<file path="config.mk">
export PLATFORM = sky130hd
export DESIGN_NAME = pc_unit_flat
export DESIGN_NICKNAME = d
export VERILOG_FILES = /design/src/rtl/core_pkg.sv /design/src/rtl/pc_unit_if.sv /design/src/rtl/pc_unit_epc_stack.sv /design/src/rtl/pc_unit.sv /design/src/flat_wrapper.sv
export SDC_FILE = /design/constraint.sdc
export NUM_CORES = 1
export LEC_CHECK = 0
export CORE_MARGIN = 5
export CORE_UTILIZATION = 58
export CTS_BUF_LIST = sky130_fd_sc_hd__clkbuf_8
export DETAILED_ROUTE_END_ITERATION = 8
export PLACE_DENSITY = 0.87
export REMOVE_ABC_BUFFERS = 1
export SYNTH_ARGS = -nofsm -noshare
export SYNTH_HDL_FRONTEND = slang
export SYNTH_SLANG_ARGS = --single-unit
</file>
<file path="constraint.sdc">
create_clock -name clk -period 6.1 [get_ports clk]
set_clock_uncertainty 0.15 [all_clocks]
set_input_delay 0.915 -clock clk [delete_from_list [all_inputs] [get_ports clk]]
set_output_delay 0.915 -clock clk [all_outputs]
set_load 0.01 [all_outputs]
</file>
<file path="src/rtl/core_pkg.sv">
// Shared definitions for the PC/next-PC datapath: branch encodings, default
// vectors and the next-PC source selector.
package core_pkg;

    localparam logic [2:0] BT_BEQ  = 3'b000;
    localparam logic [2:0] BT_BNE  = 3'b001;
    localparam logic [2:0] BT_BLT  = 3'b100;
    localparam logic [2:0] BT_BGE  = 3'b101;
    localparam logic [2:0] BT_BLTU = 3'b110;
    localparam logic [2:0] BT_BGEU = 3'b111;

    localparam logic [31:0] DEF_RESET_VEC = 32'h0000_0000;
    localparam logic [31:0] DEF_TRAP_VEC  = 32'h0000_0100;

    typedef enum logic [2:0] {
        SRC_SEQ,
        SRC_BRANCH,
        SRC_JAL,
        SRC_JALR,
        SRC_TRAP,
        SRC_MRET
    } pc_src_e;

    // The ALU already picks signed/unsigned compare, so blt/bltu and
    // bge/bgeu share one condition each.
    function automatic logic branch_cond(input logic [2:0] bt,
                                         input logic zero,
                                         input logic less);
        logic c;
        c = 1'b0;
        case (bt)
            BT_BEQ:            c = zero;
            BT_BNE:            c = !zero;
            BT_BLT, BT_BLTU:   c = less;
            BT_BGE, BT_BGEU:   c = !less;
            default:           c = 1'b0;
        endcase
        return c;
    endfunction

endpackage

</file>
<file path="src/rtl/pc_unit_if.sv">
// Control/status bundle between the core controller and the PC unit.
interface pc_unit_if #(
    parameter int XLEN      = 32,
    parameter int EPC_DEPTH = 4
);
    localparam int DW = $clog2(EPC_DEPTH) + 1;

    logic            stall;
    logic            branch;
    logic [2:0]      branch_type;
    logic            zero;
    logic            less;
    logic            jump;
    logic            jalr;
    logic [XLEN-1:0] imm32;
    logic [XLEN-1:0] alu_result;
    logic            trap;
    logic            mret;

    logic [XLEN-1:0] pc;
    logic [XLEN-1:0] pc_plus4;
    logic            taken;
    logic            misaligned;
    logic [DW-1:0]   epc_depth;
    logic            epc_overflow;
    logic            epc_underflow;

    modport master (
        output stall, branch, branch_type, zero, less, jump, jalr,
               imm32, alu_result, trap, mret,
        input  pc, pc_plus4, taken, misaligned, epc_depth,
               epc_overflow, epc_underflow
    );

    modport slave (
        input  stall, branch, branch_type, zero, less, jump, jalr,
               imm32, alu_result, trap, mret,
        output pc, pc_plus4, taken, misaligned, epc_depth,
               epc_overflow, epc_underflow
    );

endinterface

</file>
<file path="src/rtl/pc_unit_epc_stack.sv">
// Circular LIFO of saved trap PCs; a push when full overwrites the oldest entry.
module epc_stack #(
    parameter int WIDTH = 32,
    parameter int DEPTH = 4,
    parameter int CW    = $clog2(DEPTH) + 1
) (
    input  logic             clk,
    input  logic             rst,
    input  logic             push,
    input  logic             pop,
    input  logic [WIDTH-1:0] din,
    output logic [WIDTH-1:0] top,
    output logic             full,
    output logic             empty,
    output logic [CW-1:0]    count
);
    localparam int PW = $clog2(DEPTH);

    logic [PW-1:0]    ptr;
    logic [PW-1:0]    top_idx;
    logic [CW-1:0]    cnt;
    logic [WIDTH-1:0] mem [DEPTH];

    // ptr is the next write slot; wrapping it onto the oldest entry gives the
    // overwrite-oldest behaviour for free because DEPTH is a power of two.
    assign top_idx = ptr - PW'(1);
    assign top     = mem[top_idx];
    assign full    = (cnt == CW'(DEPTH));
    assign empty   = (cnt == '0);
    assign count   = cnt;

    always_ff @(posedge clk or posedge rst) begin
        if (rst) begin
            ptr <= '0;
            cnt <= '0;
        end else if (push) begin
            ptr <= ptr + PW'(1);
            if (!full) begin
                cnt <= cnt + CW'(1);
            end
        end else if (pop && !empty) begin
            ptr <= top_idx;
            cnt <= cnt - CW'(1);
        end
    end

    always_ff @(posedge clk) begin
        if (push) begin
            mem[ptr] <= din;
        end
    end

endmodule

</file>
<file path="src/rtl/pc_unit.sv">
// Program counter with next-PC resolution for branch/JAL/JALR/trap/mret and a
// nested-trap saved-PC stack.
module pc_unit
    import core_pkg::*;
#(
    parameter int              XLEN      = 32,
    parameter logic [XLEN-1:0] RESET_VEC = XLEN'(DEF_RESET_VEC),
    parameter logic [XLEN-1:0] TRAP_VEC  = XLEN'(DEF_TRAP_VEC),
    parameter int              EPC_DEPTH = 4
) (
    input  logic       clk,
    input  logic       rst,
    pc_unit_if.slave   bus
);
    localparam int DW = $clog2(EPC_DEPTH) + 1;

    logic [XLEN-1:0] pc_q;
    logic [XLEN-1:0] pc_plus4_c;
    logic [XLEN-1:0] rel_tgt;
    logic [XLEN-1:0] jalr_tgt;
    logic [XLEN-1:0] jump_tgt;
    logic [XLEN-1:0] next_pc;
    logic [XLEN-1:0] stack_top;
    pc_src_e         src;
    logic            misaligned_c;
    logic            push;
    logic            pop;
    logic            unf_set;
    logic            stk_full;
    logic            stk_empty;
    logic [DW-1:0]   stk_count;
    logic            ovf_q;
    logic            unf_q;

    assign pc_plus4_c = pc_q + XLEN'(4);
    assign rel_tgt    = pc_q + (bus.imm32 << 1);
    assign jalr_tgt   = bus.alu_result & ~XLEN'(1);

    always_comb begin
        src = SRC_SEQ;
        if (bus.trap) begin
            src = SRC_TRAP;
        end else if (bus.mret) begin
            src = SRC_MRET;
        end else if (bus.jump && bus.jalr) begin
            src = SRC_JALR;
        end else if (bus.jump) begin
            src = SRC_JAL;
        end else if (bus.branch && branch_cond(bus.branch_type, bus.zero, bus.less)) begin
            src = SRC_BRANCH;
        end
    end

    assign jump_tgt     = (src == SRC_JALR) ? jalr_tgt : rel_tgt;
    assign misaligned_c = (src inside {SRC_JALR, SRC_JAL, SRC_BRANCH}) &&
                          (jump_tgt[1:0] != 2'b00);

    // A misaligned jump target is never loaded; it becomes a trap that saves
    // the faulting pc. mret on an empty stack falls through to pc+4.
    always_comb begin
        next_pc = pc_plus4_c;
        push    = 1'b0;
        pop     = 1'b0;
        unf_set = 1'b0;
        if (src == SRC_TRAP || misaligned_c) begin
            next_pc = TRAP_VEC;
            push    = 1'b1;
        end else begin
            case (src)
                SRC_MRET: begin
                    if (!stk_empty) begin
                        next_pc = stack_top;
                        pop     = 1'b1;
                    end else begin
                        unf_set = 1'b1;
                    end
                end
                SRC_JALR, SRC_JAL, SRC_BRANCH: next_pc = jump_tgt;
                default: next_pc = pc_plus4_c;
            endcase
        end
    end

    epc_stack #(
        .WIDTH (XLEN),
        .DEPTH (EPC_DEPTH),
        .CW    (DW)
    ) u_epc_stack (
        .clk   (clk),
        .rst   (rst),
        .push  (push && !bus.stall),
        .pop   (pop && !bus.stall),
        .din   (pc_q),
        .top   (stack_top),
        .full  (stk_full),
        .empty (stk_empty),
        .count (stk_count)
    );

    always_ff @(posedge clk or posedge rst) begin
        if (rst) begin
            pc_q  <= RESET_VEC;
            ovf_q <= 1'b0;
            unf_q <= 1'b0;
        end else if (!bus.stall) begin
            pc_q <= next_pc;
            if (push && stk_full) begin
                ovf_q <= 1'b1;
            end
            if (unf_set) begin
                unf_q <= 1'b1;
            end
        end
    end

    assign bus.pc            = pc_q;
    assign bus.pc_plus4      = pc_plus4_c;
    assign bus.taken         = (next_pc != pc_plus4_c);
    assign bus.misaligned    = misaligned_c;
    assign bus.epc_depth     = stk_count;
    assign bus.epc_overflow  = ovf_q;
    assign bus.epc_underflow = unf_q;

endmodule
</file>
<file path="src/flat_wrapper.sv">
// flat-port wrapper written by rule: the top's interface ports become plain ports
module pc_unit_flat import core_pkg::*;
#(
    parameter int              XLEN      = 32,
    parameter logic [XLEN-1:0] RESET_VEC = XLEN'(DEF_RESET_VEC),
    parameter logic [XLEN-1:0] TRAP_VEC  = XLEN'(DEF_TRAP_VEC),
    parameter int              EPC_DEPTH = 4
)
  (clk, rst, bus_stall, bus_branch, bus_branch_type, bus_zero, bus_less, bus_jump, bus_jalr, bus_imm32, bus_alu_result, bus_trap, bus_mret, bus_pc, bus_pc_plus4, bus_taken, bus_misaligned, bus_epc_depth, bus_epc_overflow, bus_epc_underflow);
  pc_unit_if #(.XLEN(XLEN), .EPC_DEPTH(EPC_DEPTH)) bus_i ();
  input  logic clk;
  input  logic rst;
  input wire logic [$bits(bus_i.stall)-1:0] bus_stall;
  input wire logic [$bits(bus_i.branch)-1:0] bus_branch;
  input wire logic [$bits(bus_i.branch_type)-1:0] bus_branch_type;
  input wire logic [$bits(bus_i.zero)-1:0] bus_zero;
  input wire logic [$bits(bus_i.less)-1:0] bus_less;
  input wire logic [$bits(bus_i.jump)-1:0] bus_jump;
  input wire logic [$bits(bus_i.jalr)-1:0] bus_jalr;
  input wire logic [$bits(bus_i.imm32)-1:0] bus_imm32;
  input wire logic [$bits(bus_i.alu_result)-1:0] bus_alu_result;
  input wire logic [$bits(bus_i.trap)-1:0] bus_trap;
  input wire logic [$bits(bus_i.mret)-1:0] bus_mret;
  output wire logic [$bits(bus_i.pc)-1:0] bus_pc;
  output wire logic [$bits(bus_i.pc_plus4)-1:0] bus_pc_plus4;
  output wire logic [$bits(bus_i.taken)-1:0] bus_taken;
  output wire logic [$bits(bus_i.misaligned)-1:0] bus_misaligned;
  output wire logic [$bits(bus_i.epc_depth)-1:0] bus_epc_depth;
  output wire logic [$bits(bus_i.epc_overflow)-1:0] bus_epc_overflow;
  output wire logic [$bits(bus_i.epc_underflow)-1:0] bus_epc_underflow;
  assign bus_i.stall = bus_stall;
  assign bus_i.branch = bus_branch;
  assign bus_i.branch_type = bus_branch_type;
  assign bus_i.zero = bus_zero;
  assign bus_i.less = bus_less;
  assign bus_i.jump = bus_jump;
  assign bus_i.jalr = bus_jalr;
  assign bus_i.imm32 = bus_imm32;
  assign bus_i.alu_result = bus_alu_result;
  assign bus_i.trap = bus_trap;
  assign bus_i.mret = bus_mret;
  assign bus_pc = bus_i.pc;
  assign bus_pc_plus4 = bus_i.pc_plus4;
  assign bus_taken = bus_i.taken;
  assign bus_misaligned = bus_i.misaligned;
  assign bus_epc_depth = bus_i.epc_depth;
  assign bus_epc_overflow = bus_i.epc_overflow;
  assign bus_epc_underflow = bus_i.epc_underflow;
  pc_unit #(.XLEN(XLEN), .RESET_VEC(RESET_VEC), .TRAP_VEC(TRAP_VEC), .EPC_DEPTH(EPC_DEPTH)) u_core (.clk(clk), .rst(rst), .bus(bus_i));
endmodule
</file>
==> metrics.txt <==
synthesized instance count between 1,000 and 1,500; Setup CP Type in2out; worst r2r path cells 12; DP Area 13,940 um^2; core area about 19,000 um^2; setup TNS -0.03145 ns; Worst-Skew Late Latency approximately 0.48 ns; first-pass GRT wire length ~66,000 um; normalized max-slew margin 0.4160; violated checks negative setup slack; FP Rows 50; Place WS -0.5139 ns; Critical Path RT slightly above 5 ns; Mean Syn Cell Area between 10 and 15 um^2; register bit count reported by yosys 167; WP buf/inv 4; Initial DRT Pass Iterations 7; M3 GR Usage 0.1055; Clk pin slew, worst setup/hold paths around 0.11 ns; share of cells above drive strength 1 0.2502; CP delay by family, top simple AND/OR/NAND/NOR gates; max incr delay on CP ~0.54 ns; met2 usage 0.6239; ys flop type edfxtp_1; vias per inst just over 7; Worst R2R Setup Slack between 1.5 and 2 ns; top-area cell type share of the netlist area 0.3538; CTS tree built; pin count of the biggest net entering global routing 53; post-route antenna net violation count 0; drc violations 0; Unique masters post-synth 86; Reg-to-Reg Start u_core.bus.pc[7]; port bufs 145; Slew @ Worst Pin a little under 0.9 ns; Post-synth EDFFs roughly 130; Setup crit end kind primary output; vias in the first global route 10,990; Overflow after GRT 0; worst path cell trace clkdlybuf4s50_1 -> buf_4 -> nor2b_1 -> nor2b_1 -> buf_4 -> a22oi_1 -> nand2_1 -> nand2_1 -> a211oi_2 -> nand4_1 -> nor4_4 -> nand4_1 -> or3_4 -> or4_4 -> buf_6; H-tree depth 4; Root Buffer clkbuf_8; Leak Pwr 0.005761 uW; M1 GR Usage 0.5487; final setup vio count 1; Nets 1,476; Finished Layout Cells around 1,600; max-cap violation count 0; Ports approximately 150; die area around 22,000 um^2; top cells by area, synth edfxtp_1 (35%), dfrtp_1 (9.0%), mux4_2 (6.6%); worst-case setup margin in the final layout -0.03145 ns; WL final between 40,000 and 50,000 um; initial antenna violation count 0; TritonCTS Buffers 17; Yosys warnings 0; post-DP HPWL 31,420 um; GPL Wtd Cong 1.007; fin. max-slew vios 0; Tcrit/Tclk final 1.005; pwr/cell area roughly 350 nW/um^2; synthesis-to-finish area growth 33.81%; # placed instances roughly 1,600; Max Buffers Root-to-Sink 2; post-synthesis cell area approximately 11,000 um^2; Final Critical Period between 6 and 7 ns; status complete, but fails checks; Startpoint Class primary input; Fin. Hold Viols 0; CP Capture Point bus_taken; Worst Path Max Fanout 5; busiest grt layer met2; # clock sinks 167; GRT Util Overall 0.4034; Post-Layout Inst Area between 10,000 and 15,000 um^2; largest area contributor in the netlist edfxtp_1; Final Util 0.7823; hold crit path type reg2reg; Crit. path cell count 15; Initial Util 0.5846; fmax approximately 160 MHz; Vias about 11,000; DRT iter0 DRCs between 1,500 and 2,000; commonest non-fill, non-tap cell in the layout buf_4; ys async rst share 0.2335; most frequent cells in the layout buf_4 (219), clkdlybuf4s50_1 (143), edfxtp_1 (128), nand2_1 (96), a21oi_1 (72); critical path arrival 5.07 ns; width of the die around 150 um; slowest stage cell on the critical path clkdlybuf4s50_1; Seq/Total Area, Yosys 0.4437; drt wl/cell 27.61 um; hold_sp u_core.bus.epc_overflow; worst vdd ir between 500 and 600 uV; die height approximately 150 um; worst setup path start bus_trap; RR Endpoint u_core.bus.pc[31]
-- power breakdown --
group | switching (uW) | total [uW] | internal [uW]
combinational | 1440 | 2690 | 1240
clock | 513 | 834 | 321
sequential | 182 | 1630 | 1440
total | 2140 | 5150 | 3010
-- synth_stat cells, drive strengths merged, types with 19 or more instances --
cell type,number
nand3,30
nor2,64
nor3,22
ha,35
xor2,22
inv,36
mux4,32
a21oi,76
buf,29
clkbuf,34
a31oi,19
dfrtp,39
edfxtp,128
xnor2,30
o21ai,64
nand4,29
nand2,97
-- flip-flops by register name, summed over array words and instances (netlist names) --
| name | count |
|---|---|
| u_core.u_epc_stack.mem | 128 |
| u_core.bus.pc | 32 |
| u_core.u_epc_stack.count | 3 |
| u_core.u_epc_stack.ptr | 2 |
| u_core.bus.epc_overflow | 1 |
| u_core.bus.epc_underflow | 1 |
-- logic make-up after synthesis --
logic type,after synthesis,share of synthesized area
DFF,167,0.4437
adders and majority gates,37,0.04400
xor gates and xnor gates,52,0.04331
and+or+nand+nor,336,0.1631
muxes,40,0.07418
AOI/OAI and AO/OA,308,0.1889
buffers and inverters,100,0.04285
-- metal layers --
| layer | vias to the layer above | part of all wire |
|---|---|---|
| met3 | 229 | 0.15 |
| met4 | 0 | 0.047 |
| met1 | 5350 | 0.36 |
| li1 | 4678 | - |
| met5 | - | 0 |
| met2 | 1105 | 0.45 |
-- what timing repair did --
| action | CTS | global route |
|---|---|---|
| setup buffers | 0 | 3 |
| resized for setup | 12 | 31 |
| hold buffers | 0 | 0 |
| pin swaps | 4 | 19 |
| setup endpoints to repair | 1 | 1 |
-- final cells by class --
type                    count  area [um^2]
clock inverters            14        152.6
fillers                  1156         4045
diodes                      1        2.502
multi-input cells         773         5738
inverters                  36        135.1
flip-flops and latches    167         4823
clock buffers              18        247.7
well taps                 234        292.8
repair buffers            367         3143
-- per-stage QoR --
step,total power [uW],hold slack [ns]
final,5145,0.3611
after global routing,5328,0.4012
after CTS,5003,0.3534
after detailed placement,4122,0.3195
after global placement,4060,0.3212
after floorplan,2902,0.3452
-- worst min path at each step --
stage | endpoint | depth (start not counted)
global route | u_core.bus.epc_overflow | 1
detailed placement | u_core.bus.epc_overflow | 1
floorplan | u_core.u_epc_stack.ptr[1] | 2
global placement | u_core.bus.epc_underflow | 1
CTS | u_core.bus.epc_overflow | 1
finish | u_core.bus.epc_overflow | 1
Power figures use the tool's default switching activity.
